$ cat src/rtl/alu_pkg.sv
// Constants and types shared by the alu, its command sequencer and their benches.
package alu_pkg;

  localparam int WIDTH = 8;
  localparam int OPW   = 4;
  localparam int FLAGW = 5;
  localparam int SEQW  = 8;

  typedef enum logic [OPW-1:0] {
    OP_ADD, OP_SUB, OP_AND, OP_OR, OP_XOR, OP_NOT, OP_SHL, OP_SHR,
    OP_INC, OP_DEC, OP_NAND, OP_NOR, OP_XNOR, OP_PASSB, OP_ROL, OP_ROR
  } alu_op_e;

  // One queued result as it travels through the result FIFO.
  typedef struct packed {
    logic [WIDTH-1:0] out;
    logic [FLAGW-1:0] flags;
    logic [SEQW-1:0]  seq;
  } res_entry_t;

  localparam int ENTRYW = $bits(res_entry_t);

endpackage

$ cat src/rtl/alu_cmd_sequencer_if.sv
// Command and result handshakes of alu_cmd_sequencer; master is the command source/result sink.
interface alu_cmd_sequencer_if;
  import alu_pkg::*;

  logic             cmd_valid;
  logic             cmd_ready;
  logic [WIDTH-1:0] cmd_a;
  logic [WIDTH-1:0] cmd_b;
  logic [OPW-1:0]   cmd_opcode;
  logic             cmd_use_acc;

  logic             res_valid;
  logic             res_ready;
  logic [WIDTH-1:0] res_out;
  logic [FLAGW-1:0] res_flags;
  logic [SEQW-1:0]  res_seq;

  modport master (
    output cmd_valid, cmd_a, cmd_b, cmd_opcode, cmd_use_acc, res_ready,
    input  cmd_ready, res_valid, res_out, res_flags, res_seq
  );

  modport slave (
    input  cmd_valid, cmd_a, cmd_b, cmd_opcode, cmd_use_acc, res_ready,
    output cmd_ready, res_valid, res_out, res_flags, res_seq
  );

endinterface

$ cat src/rtl/alu.sv
// Combinational 8-bit ALU. Flags are {parity(odd), overflow, negative, carry/borrow, zero}.
module alu
  import alu_pkg::*;
(
  input  logic [WIDTH-1:0] a,
  input  logic [WIDTH-1:0] b,
  input  logic [OPW-1:0]   opcode,
  output logic [WIDTH-1:0] out,
  output logic [FLAGW-1:0] flags
);

  localparam logic [WIDTH-1:0] SMAX = {1'b0, {(WIDTH-1){1'b1}}};
  localparam logic [WIDTH-1:0] SMIN = {1'b1, {(WIDTH-1){1'b0}}};

  logic [WIDTH:0] wide;
  logic           carry;
  logic           ovf;

  always_comb begin
    wide  = '0;
    out   = '0;
    carry = 1'b0;
    ovf   = 1'b0;
    case (alu_op_e'(opcode))
      OP_ADD: begin
        wide  = {1'b0, a} + {1'b0, b};
        out   = wide[WIDTH-1:0];
        carry = wide[WIDTH];
        ovf   = (a[WIDTH-1] == b[WIDTH-1]) && (out[WIDTH-1] != a[WIDTH-1]);
      end
      OP_SUB: begin
        wide  = {1'b0, a} - {1'b0, b};
        out   = wide[WIDTH-1:0];
        carry = wide[WIDTH];
        ovf   = (a[WIDTH-1] != b[WIDTH-1]) && (out[WIDTH-1] != a[WIDTH-1]);
      end
      OP_AND:   out = a & b;
      OP_OR:    out = a | b;
      OP_XOR:   out = a ^ b;
      OP_NOT:   out = ~a;
      OP_SHL: begin
        out   = {a[WIDTH-2:0], 1'b0};
        carry = a[WIDTH-1];
      end
      OP_SHR: begin
        out   = {1'b0, a[WIDTH-1:1]};
        carry = a[0];
      end
      OP_INC: begin
        out   = a + WIDTH'(1);
        carry = &a;
        ovf   = (a == SMAX);
      end
      OP_DEC: begin
        out   = a - WIDTH'(1);
        carry = (a == '0);
        ovf   = (a == SMIN);
      end
      OP_NAND:  out = ~(a & b);
      OP_NOR:   out = ~(a | b);
      OP_XNOR:  out = ~(a ^ b);
      OP_PASSB: out = b;
      OP_ROL: begin
        out   = {a[WIDTH-2:0], a[WIDTH-1]};
        carry = a[WIDTH-1];
      end
      OP_ROR: begin
        out   = {a[0], a[WIDTH-1:1]};
        carry = a[0];
      end
      default: ;
    endcase
  end

  assign flags = {^out, ovf, out[WIDTH-1], carry, out == '0};

endmodule

$ cat src/rtl/alu_res_fifo.sv
// Synchronous result FIFO with occupancy count; the head entry is read straight from storage.
module alu_res_fifo #(
  parameter int W     = 21,
  parameter int DEPTH = 4
) (
  input  logic                     clk,
  input  logic                     rst,
  input  logic                     push,
  input  logic [W-1:0]             push_data,
  input  logic                     pop,
  output logic [W-1:0]             rd_data,
  output logic                     valid,
  output logic [$clog2(DEPTH):0]   count
);

  localparam int AW = $clog2(DEPTH);
  localparam int CW = AW + 1;

  logic [W-1:0]  mem [DEPTH];
  logic [AW-1:0] wr_ptr;
  logic [AW-1:0] rd_ptr;
  logic          do_pop;

  assign do_pop  = pop && (count != '0);
  assign valid   = (count != '0);
  assign rd_data = mem[rd_ptr];

  // Storage is cleared too so the result outputs read zero out of reset.
  always_ff @(posedge clk or posedge rst) begin
    if (rst) begin
      for (int i = 0; i < DEPTH; i++) mem[i] <= '0;
      wr_ptr <= '0;
      rd_ptr <= '0;
      count  <= '0;
    end else begin
      if (push) begin
        mem[wr_ptr] <= push_data;
        wr_ptr      <= wr_ptr + AW'(1);
      end
      if (do_pop) rd_ptr <= rd_ptr + AW'(1);
      if (push && !do_pop)      count <= count + CW'(1);
      else if (!push && do_pop) count <= count - CW'(1);
    end
  end

endmodule

$ cat src/rtl/alu_cmd_sequencer.sv
// Registered, flow-controlled front end for the alu: issue register, accumulator,
// sequence numbering, sticky flags and a result FIFO.
module alu_cmd_sequencer
  import alu_pkg::*;
#(
  parameter int DEPTH = 4
) (
  input  logic                  clk,
  input  logic                  rst,
  alu_cmd_sequencer_if.slave    bus,
  output logic [WIDTH-1:0]      acc,
  output logic [FLAGW-1:0]      flags_sticky,
  input  logic                  clr_sticky
);

  localparam int CW = $clog2(DEPTH) + 1;

  logic             ex_valid;
  logic             ex_use_acc;
  logic [WIDTH-1:0] ex_a;
  logic [WIDTH-1:0] ex_b;
  logic [OPW-1:0]   ex_op;
  logic [SEQW-1:0]  seq_cnt;
  logic [CW-1:0]    fifo_count;
  logic [WIDTH-1:0] alu_a;
  logic [WIDTH-1:0] alu_out;
  logic [FLAGW-1:0] alu_flags;
  logic             cmd_fire;
  logic             res_fire;
  res_entry_t       push_entry;
  res_entry_t       head_entry;

  // Reserving a slot for the instruction in execute keeps every push inside the FIFO.
  assign bus.cmd_ready = (int'(fifo_count) + int'(ex_valid)) < DEPTH;
  assign cmd_fire      = bus.cmd_valid && bus.cmd_ready;
  assign res_fire      = bus.res_valid && bus.res_ready;

  assign alu_a      = ex_use_acc ? acc : ex_a;
  assign push_entry = '{out: alu_out, flags: alu_flags, seq: seq_cnt};

  alu u_alu (
    .a      (alu_a),
    .b      (ex_b),
    .opcode (ex_op),
    .out    (alu_out),
    .flags  (alu_flags)
  );

  alu_res_fifo #(.W(ENTRYW), .DEPTH(DEPTH)) u_fifo (
    .clk       (clk),
    .rst       (rst),
    .push      (ex_valid),
    .push_data (push_entry),
    .pop       (res_fire),
    .rd_data   (head_entry),
    .valid     (bus.res_valid),
    .count     (fifo_count)
  );

  assign bus.res_out   = head_entry.out;
  assign bus.res_flags = head_entry.flags;
  assign bus.res_seq   = head_entry.seq;

  always_ff @(posedge clk or posedge rst) begin
    if (rst) begin
      ex_valid   <= 1'b0;
      ex_use_acc <= 1'b0;
      ex_a       <= '0;
      ex_b       <= '0;
      ex_op      <= '0;
    end else begin
      ex_valid <= cmd_fire;
      if (cmd_fire) begin
        ex_use_acc <= bus.cmd_use_acc;
        ex_a       <= bus.cmd_a;
        ex_b       <= bus.cmd_b;
        ex_op      <= bus.cmd_opcode;
      end
    end
  end

  // A clear coinciding with a result keeps only that result's flags.
  always_ff @(posedge clk or posedge rst) begin
    if (rst) begin
      acc          <= '0;
      seq_cnt      <= '0;
      flags_sticky <= '0;
    end else begin
      if (ex_valid) begin
        acc     <= alu_out;
        seq_cnt <= seq_cnt + SEQW'(1);
      end
      if (clr_sticky)    flags_sticky <= ex_valid ? alu_flags : '0;
      else if (ex_valid) flags_sticky <= flags_sticky | alu_flags;
    end
  end

endmodule
$ cat src/flat_wrapper.sv
// flat-port wrapper written by rule: the top's interface ports become plain ports
module alu_cmd_sequencer_flat import alu_pkg::*;
#(
  parameter int DEPTH = 4
)
  (clk, rst, acc, flags_sticky, clr_sticky, bus_cmd_valid, bus_cmd_a, bus_cmd_b, bus_cmd_opcode, bus_cmd_use_acc, bus_res_ready, bus_cmd_ready, bus_res_valid, bus_res_out, bus_res_flags, bus_res_seq);
  alu_cmd_sequencer_if bus_i ();
  input  logic clk;
  input  logic rst;
  output logic [WIDTH-1:0] acc;
  output logic [FLAGW-1:0] flags_sticky;
  input  logic clr_sticky;
  input wire logic [$bits(bus_i.cmd_valid)-1:0] bus_cmd_valid;
  input wire logic [$bits(bus_i.cmd_a)-1:0] bus_cmd_a;
  input wire logic [$bits(bus_i.cmd_b)-1:0] bus_cmd_b;
  input wire logic [$bits(bus_i.cmd_opcode)-1:0] bus_cmd_opcode;
  input wire logic [$bits(bus_i.cmd_use_acc)-1:0] bus_cmd_use_acc;
  input wire logic [$bits(bus_i.res_ready)-1:0] bus_res_ready;
  output wire logic [$bits(bus_i.cmd_ready)-1:0] bus_cmd_ready;
  output wire logic [$bits(bus_i.res_valid)-1:0] bus_res_valid;
  output wire logic [$bits(bus_i.res_out)-1:0] bus_res_out;
  output wire logic [$bits(bus_i.res_flags)-1:0] bus_res_flags;
  output wire logic [$bits(bus_i.res_seq)-1:0] bus_res_seq;
  assign bus_i.cmd_valid = bus_cmd_valid;
  assign bus_i.cmd_a = bus_cmd_a;
  assign bus_i.cmd_b = bus_cmd_b;
  assign bus_i.cmd_opcode = bus_cmd_opcode;
  assign bus_i.cmd_use_acc = bus_cmd_use_acc;
  assign bus_i.res_ready = bus_res_ready;
  assign bus_cmd_ready = bus_i.cmd_ready;
  assign bus_res_valid = bus_i.res_valid;
  assign bus_res_out = bus_i.res_out;
  assign bus_res_flags = bus_i.res_flags;
  assign bus_res_seq = bus_i.res_seq;
  alu_cmd_sequencer #(.DEPTH(DEPTH)) u_core (.clk(clk), .rst(rst), .bus(bus_i), .acc(acc), .flags_sticky(flags_sticky), .clr_sticky(clr_sticky));
endmodule
$ cat config.mk
export PLATFORM = sky130hd
export DESIGN_NAME = alu_cmd_sequencer_flat
export DESIGN_NICKNAME = d
export VERILOG_FILES = /design/src/rtl/alu_pkg.sv /design/src/rtl/alu_cmd_sequencer_if.sv /design/src/rtl/alu.sv /design/src/rtl/alu_res_fifo.sv /design/src/rtl/alu_cmd_sequencer.sv /design/src/flat_wrapper.sv
export SDC_FILE = /design/constraint.sdc
export NUM_CORES = 1
export LEC_CHECK = 0
export ABC_AREA = 0
export CORE_MARGIN = 3
export CORE_UTILIZATION = 60
export DETAILED_ROUTE_END_ITERATION = 6
export PLACE_DENSITY = 0.81
export SLEW_MARGIN = 20
export SYNTH_ARGS = -nofsm -noshare
export SYNTH_HDL_FRONTEND = slang
export SYNTH_HIERARCHICAL = 1
export SYNTH_SLANG_ARGS = --single-unit
export TNS_END_PERCENT = 50
$ cat constraint.sdc
create_clock -name clk -period 4.8 [get_ports clk]
set_input_delay 0.72 -clock clk [delete_from_list [all_inputs] [get_ports clk]]
set_output_delay 0.72 -clock clk [all_outputs]
set_load 0.1 [all_outputs]
Word level (Yosys, flattened, before mapping)
Index checks and enable logic that the tools add are counted.

storage, ports and cells
  bits in registers = 134
  output and inout port bits = 36
  word-level logic and storage cells = 95

cells by class
  add/sub/neg operators = 10
  order comparisons = 4
  equal/unequal tests = 21
  muxes and demuxes = 15
  bitwise operators = 10
  reduce and logical (&&, ||, !) cells = 20

operators with widths
  operator                                              count
  case mux 8 bit (16 select lines)                      1
  bitwise mux 84 bit                                    1
  two-way mux 21 bit                                    3
  binary-select mux 21 bit (select 2 bit)               1
  demux 21 bit (select 2 bit)                           1
  equality test 4 bit (second input constant)           8
  < comparator 32 x 4 -> 1 bit (second input constant)  1
  inverter 8 bit                                        4
  adder 8 x 1 -> 8 bit (second input constant)          2
  equality test 4 x 3 -> 1 bit (second input constant)  4
  zero test 8 bit                                       2
  two-way mux 5 bit                                     3
  adder 8 x 8 -> 9 bit                                  1
  subtractor 8 x 8 -> 9 bit                             1
  AND 8 bit                                             1
  equality test 4 x 2 -> 1 bit (second input constant)  2
  equality test 8 x 7 -> 1 bit (second input constant)  1
  equality test 8 bit (second input constant)           1
  logical AND 1 bit                                     8
  two-way mux 8 bit                                     1
  OR 8 bit                                              1
  AND reduction 8 bit                                   1
  parity 8 bit                                          1
  subtractor 8 x 1 -> 8 bit (second input constant)     1
  other kinds (20)                                      29

Longest topological paths before layout
Gate-level depths: netlist of run 1.

  word-level depth = 8
  mapped depth = 17

Cells and area by module
The synthesis of run 1 kept the hierarchy.

by module, submodules not included
  module             times used  cells each  area each (um^2)  sequential area each (um^2)
  alu_res_fifo       1           237         4067.7            2277.2
  alu                1           354         2373.5            0.0
  alu_cmd_sequencer  1           123         1865.5            1076.0

Worst setup path after synthesis of run 1
OpenSTA, ideal clock, no wires.

  path type = register -> register
  from = register u_core.acc[4]
  to = register u_core/u_fifo/mem[12] (netlist bit)
  arrival time = 4473 ps
  path slack = 202 ps
  stages on the path, launching flop included = 16
  path buffers = 2
  period minus slack after synthesis = 4598 ps
  cells stage by stage = dfrtp_1 mux2_2 clkbuf_1 inv_1 ha_1 clkbuf_1 and3_1 a2111oi_1 o21bai_1 a21oi_1 mux2_2 or3b_1 ha_1 xnor2_1 xnor2_1 mux2_2

on the way
  cells in the longest elaborated chain, start to end = 6
  elaborated cells on any way between the ends = 15

RTL lines
  element                                                            line                     RTL
  start: declaration                                                 alu_cmd_sequencer.sv:11  output logic [WIDTH-1:0] acc,
  start signal: assignment                                           alu_cmd_sequencer.sv:90  acc <= alu_out;
  two-way mux 8 bit *                                                alu_cmd_sequencer.sv:38  assign alu_a = ex_use_acc ? acc : ex_a;
  net u_core.alu_a[4]                                                alu_cmd_sequencer.sv:25  logic [WIDTH-1:0] alu_a;
  branches (longest 2 deep; another with subtractor 8 x 1 -> 8 bit)  -
  case mux 8 bit (16 select lines) *                                 alu.sv:24                case (alu_op_e'(opcode))
  parity 8 bit *                                                     alu.sv:75                assign flags = {^out, ovf, out[WIDTH-1], carry, out == '0};
  net u_core.alu_flags[4]                                            alu_cmd_sequencer.sv:27  logic [FLAGW-1:0] alu_flags;
  bitwise mux 84 bit *                                               alu_res_fifo.sv:37       mem[wr_ptr] <= push_data;
  end signal: indexed assignment                                     alu_res_fifo.sv:37
  end: declaration                                                   alu_res_fifo.sv:19       logic [W-1:0] mem [DEPTH];

Mark *: on every way through the listed nets, which the timed path passes.
A chain may end at the register's enable or synchronous reset.

Final worst setup path of run 1
  from = register u_core.ex_use_acc
  to = register u_core/u_fifo/mem[12] (netlist bit)

on the way
  cells in the longest elaborated chain, start to end = 6
  elaborated cells on any way between the ends = 15

RTL lines
  element                                                            line                     RTL
  start: declaration                                                 alu_cmd_sequencer.sv:19  logic ex_use_acc;
  start signal: assignment                                           alu_cmd_sequencer.sv:74  ex_use_acc <= bus.cmd_use_acc;
  two-way mux 8 bit *                                                alu_cmd_sequencer.sv:38
  net u_core.alu_a[3]                                                alu_cmd_sequencer.sv:25
  branches (longest 2 deep; another with subtractor 8 x 1 -> 8 bit)  -
  case mux 8 bit (16 select lines) *                                 alu.sv:24
  parity 8 bit *                                                     alu.sv:75
  net u_core.alu_flags[4]                                            alu_cmd_sequencer.sv:27
  bitwise mux 84 bit *                                               alu_res_fifo.sv:37

Marks and branches as above.

==> results of run 1 <==
==> state kept, by name, indices dropped and copies added (netlist names) <==
| signal | cells |
|---|---|
| u_core/ex_use_acc | 1 |
| u_core/u_fifo/mem | 84 |
| u_core/ex_a | 8 |
| u_core/u_fifo/rd_ptr | 2 |
| u_core/ex_valid | 1 |
| u_core/flags_sticky | 5 |
| u_core/u_fifo/wr_ptr | 2 |
| u_core/seq_cnt | 8 |
| u_core/ex_op | 4 |
| u_core/ex_b | 8 |
| u_core/u_fifo/count | 3 |
| u_core/acc | 8 |
==> metal layers <==
layer,up-vias,wire length [um],part of all wire [%],global-route usage [%]
li1,2687,-,-,-
met1,3079,9190,43,40.3
met2,260,10600,49,48.7
met3,37,1270,5.9,5.50
met4,0,528,2.4,10.5
met5,-,0,0,0
==> worst max-delay path: cells and delay by family (launching register included) <==
kind,cells,cell delay [ps]
muxes,3,1020
AOI/OAI and AO/OA,3,760
adders and majority gates,2,650
DFF,1,590
and+or+nand+nor,2,580
xor gates and xnor gates,2,340
buffers and inverters,2,330
==> worst max path at each step <==
stage / startpoint / end / slack [ps] / cells after the start
global route: u_core/ex_use_acc$_DFFE_PP0P_ / u_core/u_fifo/mem[33]$_DFFE_PP0P_ / 130 / 14
finish: u_core/ex_use_acc$_DFFE_PP0P_ / u_core/u_fifo/mem[12]$_DFFE_PP0P_ / 400 / 14
CTS: u_core/ex_use_acc$_DFFE_PP0P_ / u_core/u_fifo/mem[12]$_DFFE_PP0P_ / 430 / 14
global placement: u_core/ex_use_acc$_DFFE_PP0P_ / u_core/u_fifo/mem[12]$_DFFE_PP0P_ / 560 / 13
detailed placement: u_core/ex_use_acc$_DFFE_PP0P_ / u_core/u_fifo/mem[12]$_DFFE_PP0P_ / 460 / 13
floorplan: u_core/acc[4]$_DFFE_PP0P_ / u_core/u_fifo/mem[12]$_DFFE_PP0P_ / 200 / 15
==> area by class of cell <==
cell class | count | area, um2 | area share, %
inverters | 34 | 131 | 1.38
multi-input cells | 494 | 4480 | 47.2
flip-flops and latches | 134 | 3350 | 35.3
clock inverters | 12 | 141 | 1.49
well taps | 176 | 220 | 2.32
clock buffers | 20 | 467 | 4.91
repair buffers | 74 | 708 | 7.45
==> cells in the final DEF (no fill, tap or decap), types with 17 or more instances in the layout <==
master	instances
clkbuf_16	17
ha_1	35
o21ai_0	24
mux2_2	105
nor2_1	26
nand2_1	47
dfrtp_1	134
clkdlybuf4s50_1	61
mux2_4	19
mux4_2	18
xnor2_1	21
inv_1	32
a21oi_1	21
==> kinds of logic after synthesis <==
logic type | Yosys count | share of synthesized area [%]
fa+ha+maj | 38 | 5.99
simple gates | 162 | 11.0
mux | 148 | 23.9
xor+xnor | 31 | 3.27
buf+inv | 86 | 5.66
flops | 134 | 40.4
compound gates | 115 | 9.84
==> stage by stage <==
stage | std cells | util [%] | area (um2) | worst slack (ps) | hold slack [ps]
after floorplan | 714 | - | 8310 | 202 | 470
after global routing | 944 | 70.9 | 9500 | 132 | 512
after detailed placement | 912 | 66.4 | 8890 | 463 | 489
final | 944 | 70.9 | 9500 | 403 | 500
after global placement | 912 | 66.4 | 8890 | 565 | 479
after CTS | 944 | 70.9 | 9500 | 426 | 500
==> reports/results.ini, run 1 <==
[die]
die-area_um2 = 15300
fp.dieH_um = 124
rows = 42
start_util_pct = 62.0
io_pins = 62
die_w_um = 124
core_area_um2 = 13400

[sta]
relSlewSlack_pct = 21.8
hold_viol = 0
timing.setup.tns_ps = 0
fin_skew_ps = 10.7
slew_viol_final = 0
grt_setup_unrepaired = false
period_share_pct = 91.6
tightest_slew_ps = 1170
fin_crit_ps = 4400
max_freq_mhz = 227
finalSetupViolations = 0

[routing]
drt_iter0_markers = 607
antenna_left = 0
routed_via_density = 6.42
drc_errors = 0
dr.pass1.iters = 5
drt_wl_total_mm = 21.6
num_vias = 6063
wl_per_cell_um = 22.9

[worst_setup_path]
cp-end-kind = register
path_max_fanout = 13
worstPathArrival_ps = 4690
cpMostUsedCell = mux2_2
slowest_stage = dfrtp_1
r2r_slack_ps = 400
r2r_start = u_core/ex_use_acc$_DFFE_PP0P_
cp_cell_sequence = mux2_2 > inv_1 > ha_1 > and3_1 > a2111oi_1 > buf_4 > o21bai_1 > a21oi_1 > mux2_2 > or3b_1 > ha_1 > xnor2_1 > xnor2_1 > mux2_2
cpPeakStageDelay_ps = 590
cp.required_ps = 5090
worstSetupPathType = register to register
timing.rr.end = u_core/u_fifo/mem[12]$_DFFE_PP0P_
reg2reg_depth = 14
cp-start-kind = register

[yosys]
synth_area_leaders = dfrtp_1 40%, mux2_2 14%, ha_1 5.3%
synth.most_common_cell = dfrtp_1
syn_nets = 778
avgSynthCellArea_um2 = 11.6
synthesis.area_um2 = 8310
yosysUniqueCellTypes = 82
synth_seq_cells = 134
syn-instance-count = 714
synth_ff_type = dfrtp_1
ys_async_sr_fraction_pct = 100
yosysTopAreaCell = dfrtp_1
netlist_top_cells_count = 134 x dfrtp_1, 105 x mux2_2, 47 x nand2_1
yosysTopAreaCellShare_pct = 40.4
ys_seq_area_share_pct = 40.4
synth-edff-count = 0
yosysWarnings = 6

[grt]
antenna_found_initial = 0
grt_pass1_vias = 6221
grt_first_pass_wirelength_mm = 34.3
grt_max_degree = 67
grt_usage_pct = 29.9
overflow = 0

[cts]
clock_latency_ps = 420
postCtsResizedCells = 0
clk_pin_slew_ps = 60
clockBufferDepth = 2
cts_tree = done
clock-sinks = 134
hold_buffers = 0
cts-htree-levels = 4
numCtsBuffers = 17
post_cts_buffers = 0
ctsRootBufferMaster = clkbuf_16

[placed_design]
port_buffers = 61
dp.final_hpwl_mm = 14.7
gp_congestion = 0.965

[outcome]
status = finished, final reports clean

[hold_path]
min_from = u_core/u_fifo/mem[62]$_DFFE_PP0P_
hold_path_end = u_core/u_fifo/mem[62]$_DFFE_PP0P_
hold_depth = 1
min_path_type = register to register

[final_layout]
n_fill_cell = 943
area_growth_pct = 14.4
insertedDiodeCount = 0
layout.nets = 819
final_layout_size_suffix_gt1_share_pct = 27.2

[run]
cap_violations = 0

Power of run 1 is not shown: default switching activity piles up to over one toggle a cycle in this logic, so the estimate is an artifact.
==> run 2: changes to the inputs <==
- CORE_UTILIZATION: 60 -> 61
- DONT_BUFFER_PORTS: not set -> 1
- PLACE_DENSITY: 0.81 -> 0.77
==> run 2 against run 1 <==
Critical path depth fell by 1. Global-route usage down 0.89 points. Sequential cell count is the same. Clock skew increased by 2.8 ps. Fmax is essentially flat. First-iteration DRC count shrank 23%. Largest cell class unchanged. Hold slack got worse by 120 ps. Count of clock-buffer cells in the layout stayed put. Design area decreased by 5.5%. Highest routed layer is now met5. Die area fell by 1.6%. Sequential share of layout area rose by 2.1 points. Register-to-register slack hardly changed.
==> reports/results.ini, run 2 (same netlist as run 1, synthesis figures left out) <==
[cts]
cts-htree-levels = 4  ; unchanged
clock_latency_ps = 420  ; about the same
clockBufferDepth = 2  ; unchanged
ctsRootBufferMaster = clkbuf_16  ; unchanged
hold_buffers = 0  ; unchanged
post_cts_buffers = 0  ; unchanged
clock-sinks = 134  ; unchanged
postCtsResizedCells = 0  ; unchanged
numCtsBuffers = 17  ; unchanged
cts_tree = done  ; unchanged
clk_pin_slew_ps = 60  ; about the same

[final_layout]
largest_reg_flops = 84  ; unchanged
multi_input_area_um2 = 4480  ; unchanged
insertedDiodeCount = 0  ; unchanged
final_cell_mix = 134 x dfrtp_1, 105 x mux2_2, 47 x nand2_1  ; was 134 x dfrtp_1, 105 x mux2_2, 61 x clkdlybuf4s50_1
largest-register = u_core/u_fifo/mem  ; unchanged
final_common_cell = dfrtp_1  ; unchanged
area_growth_pct = 8.07  ; was 14.4%
layout.nets = 769  ; was 819
final_layout_size_suffix_gt1_share_pct = 30.6  ; was 27.2%
n_fill_cell = 969  ; was 943
fin_cells = 894  ; was 944
register_area_um2 = 3350  ; unchanged

[worst_setup_path]
r2r_start = u_core/ex_use_acc$_DFFE_PP0P_  ; unchanged
worstSetupPathType = register to register  ; unchanged
cp-end-kind = register  ; unchanged
r2r_slack_ps = 410  ; was 400 ps
cp-endpoint = u_core/u_fifo/mem[54]$_DFFE_PP0P_  ; was u_core/u_fifo/mem[12]$_DFFE_PP0P_
cp.required_ps = 5150  ; was 5090 ps
cp-start-kind = register  ; unchanged
path_max_fanout = 12  ; was 13
crit_path_start = u_core/ex_use_acc$_DFFE_PP0P_  ; unchanged
worstPathArrival_ps = 4740  ; was 4690 ps
reg2reg_depth = 13  ; was 14
timing.rr.end = u_core/u_fifo/mem[54]$_DFFE_PP0P_  ; was u_core/u_fifo/mem[12]$_DFFE_PP0P_

[routing]
drt_iter0_markers = 468  ; was 607
drt_wl_total_mm = 20.8  ; was 21.6 mm
drc_errors = 0  ; unchanged
routed_via_density = 6.46  ; was 6.42
num_vias = 5779  ; was 6,063
wl_per_cell_um = 23.3  ; was 22.9 um
dr.pass1.iters = 7  ; was 5
antenna_left = 0  ; unchanged

[sta]
timing.setup.tns_ps = 0  ; unchanged
fin_crit_ps = 4390  ; was 4400 ps
hold_viol = 0  ; unchanged
period_share_pct = 91.5  ; was 91.6%
tightest_slew_ps = 1110  ; was 1170 ps
fin_skew_ps = 13.6  ; was 10.7 ps
max_freq_mhz = 228  ; was 227 MHz
slew_viol_final = 0  ; unchanged
finalSetupViolations = 0  ; unchanged
grt_setup_unrepaired = false  ; unchanged
relSlewSlack_pct = 25.6  ; was 21.8%

[die]
die-area_um2 = 15100  ; was 15,300 um2
core_area_um2 = 13300  ; was 13,400 um2
fp.dieH_um = 123  ; was 124 um
start_util_pct = 62.5  ; was 62.0%
rows = 42  ; unchanged
die_w_um = 123  ; was 124 um
io_pins = 62  ; unchanged

[placed_design]
gp_congestion = 0.984  ; was 0.965
dpl.cell_count = 862  ; was 912
dp.final_hpwl_mm = 14.6  ; was 14.7 mm
port_buffers = 0  ; was 61

[grt]
grt_max_degree = 92  ; was 67
overflow = 0  ; unchanged
grt_pass1_vias = 5907  ; was 6,221
grt_first_pass_wirelength_mm = 33.0  ; was 34.3 mm
grt_usage_pct = 29.0  ; was 29.9%
antenna_found_initial = 1  ; was 0

[outcome]
status = finished, final reports clean  ; unchanged

[hold_path]
min_path_type = input port to asynchronous set/reset pin  ; was register to register

[run]
cap_violations = 0  ; unchanged

-- run 2: cell type report --
cell class / instances / area share (%)
clock buffer: 20 / 5.20
clock inverter: 12 / 1.57
tap: 176 / 2.45
timing repair buffer: 24 / 2.05
sequential: 134 / 37.4
inverter: 34 / 1.44
multi-input combinational: 494 / 49.9
-- run 2: worst max-delay path, stage by stage, from the launching register on --
cell,delay [ps]
dfrtp_1,600
mux2_2,510
inv_1,190
ha_1,300
a21o_1,220
a2111oi_1,580
o21bai_1,120
a21oi_1,270
mux2_2,210
or3b_1,340
ha_1,290
xnor2_1,140
xnor2_1,320
mux2_2,230
-- run 2: worst min path at each step --
| stage | slack [ps] | end | start |
|---|---|---|---|
| floorplan | 470 | u_core/u_fifo/mem[53]$_DFFE_PP0P_ | u_core/u_fifo/mem[53]$_DFFE_PP0P_ |
| global placement | 480 | u_core/u_fifo/mem[62]$_DFFE_PP0P_ | u_core/u_fifo/mem[62]$_DFFE_PP0P_ |
| detailed placement | 490 | u_core/u_fifo/mem[41]$_DFFE_PP0P_ | u_core/u_fifo/mem[41]$_DFFE_PP0P_ |
| CTS | 400 | u_core/flags_sticky[3]$_DFFE_PP0P_ | clr_sticky |
| global route | 390 | u_core/flags_sticky[3]$_DFFE_PP0P_ | clr_sticky |
| finish | 390 | u_core/u_fifo/rd_ptr[0]$_DFFE_PP0P_ | rst |
-- run 2: layer usage --
metal / track usage [%] / routed length (um) / vias to the layer above
met5: 0 / 7 / -
met4: 9.24 / 519 / 2
met3: 6.77 / 1470 / 40
met2: 46.7 / 10000 / 214
met1: 39.0 / 8800 / 2942
li1: - / - / 2581
-- run 2: through the flow --
step	hold WS [ps]	util (%)	setup slack, ps	instance area, um2
finish	385	67.5	407	8980
global route	395	67.5	102	8980
CTS	395	67.5	391	8970
detailed placement	490	62.9	408	8370
global placement	478	62.9	510	8370
floorplan	470	-	202	8310
Power of run 2 is left out for the same reason.
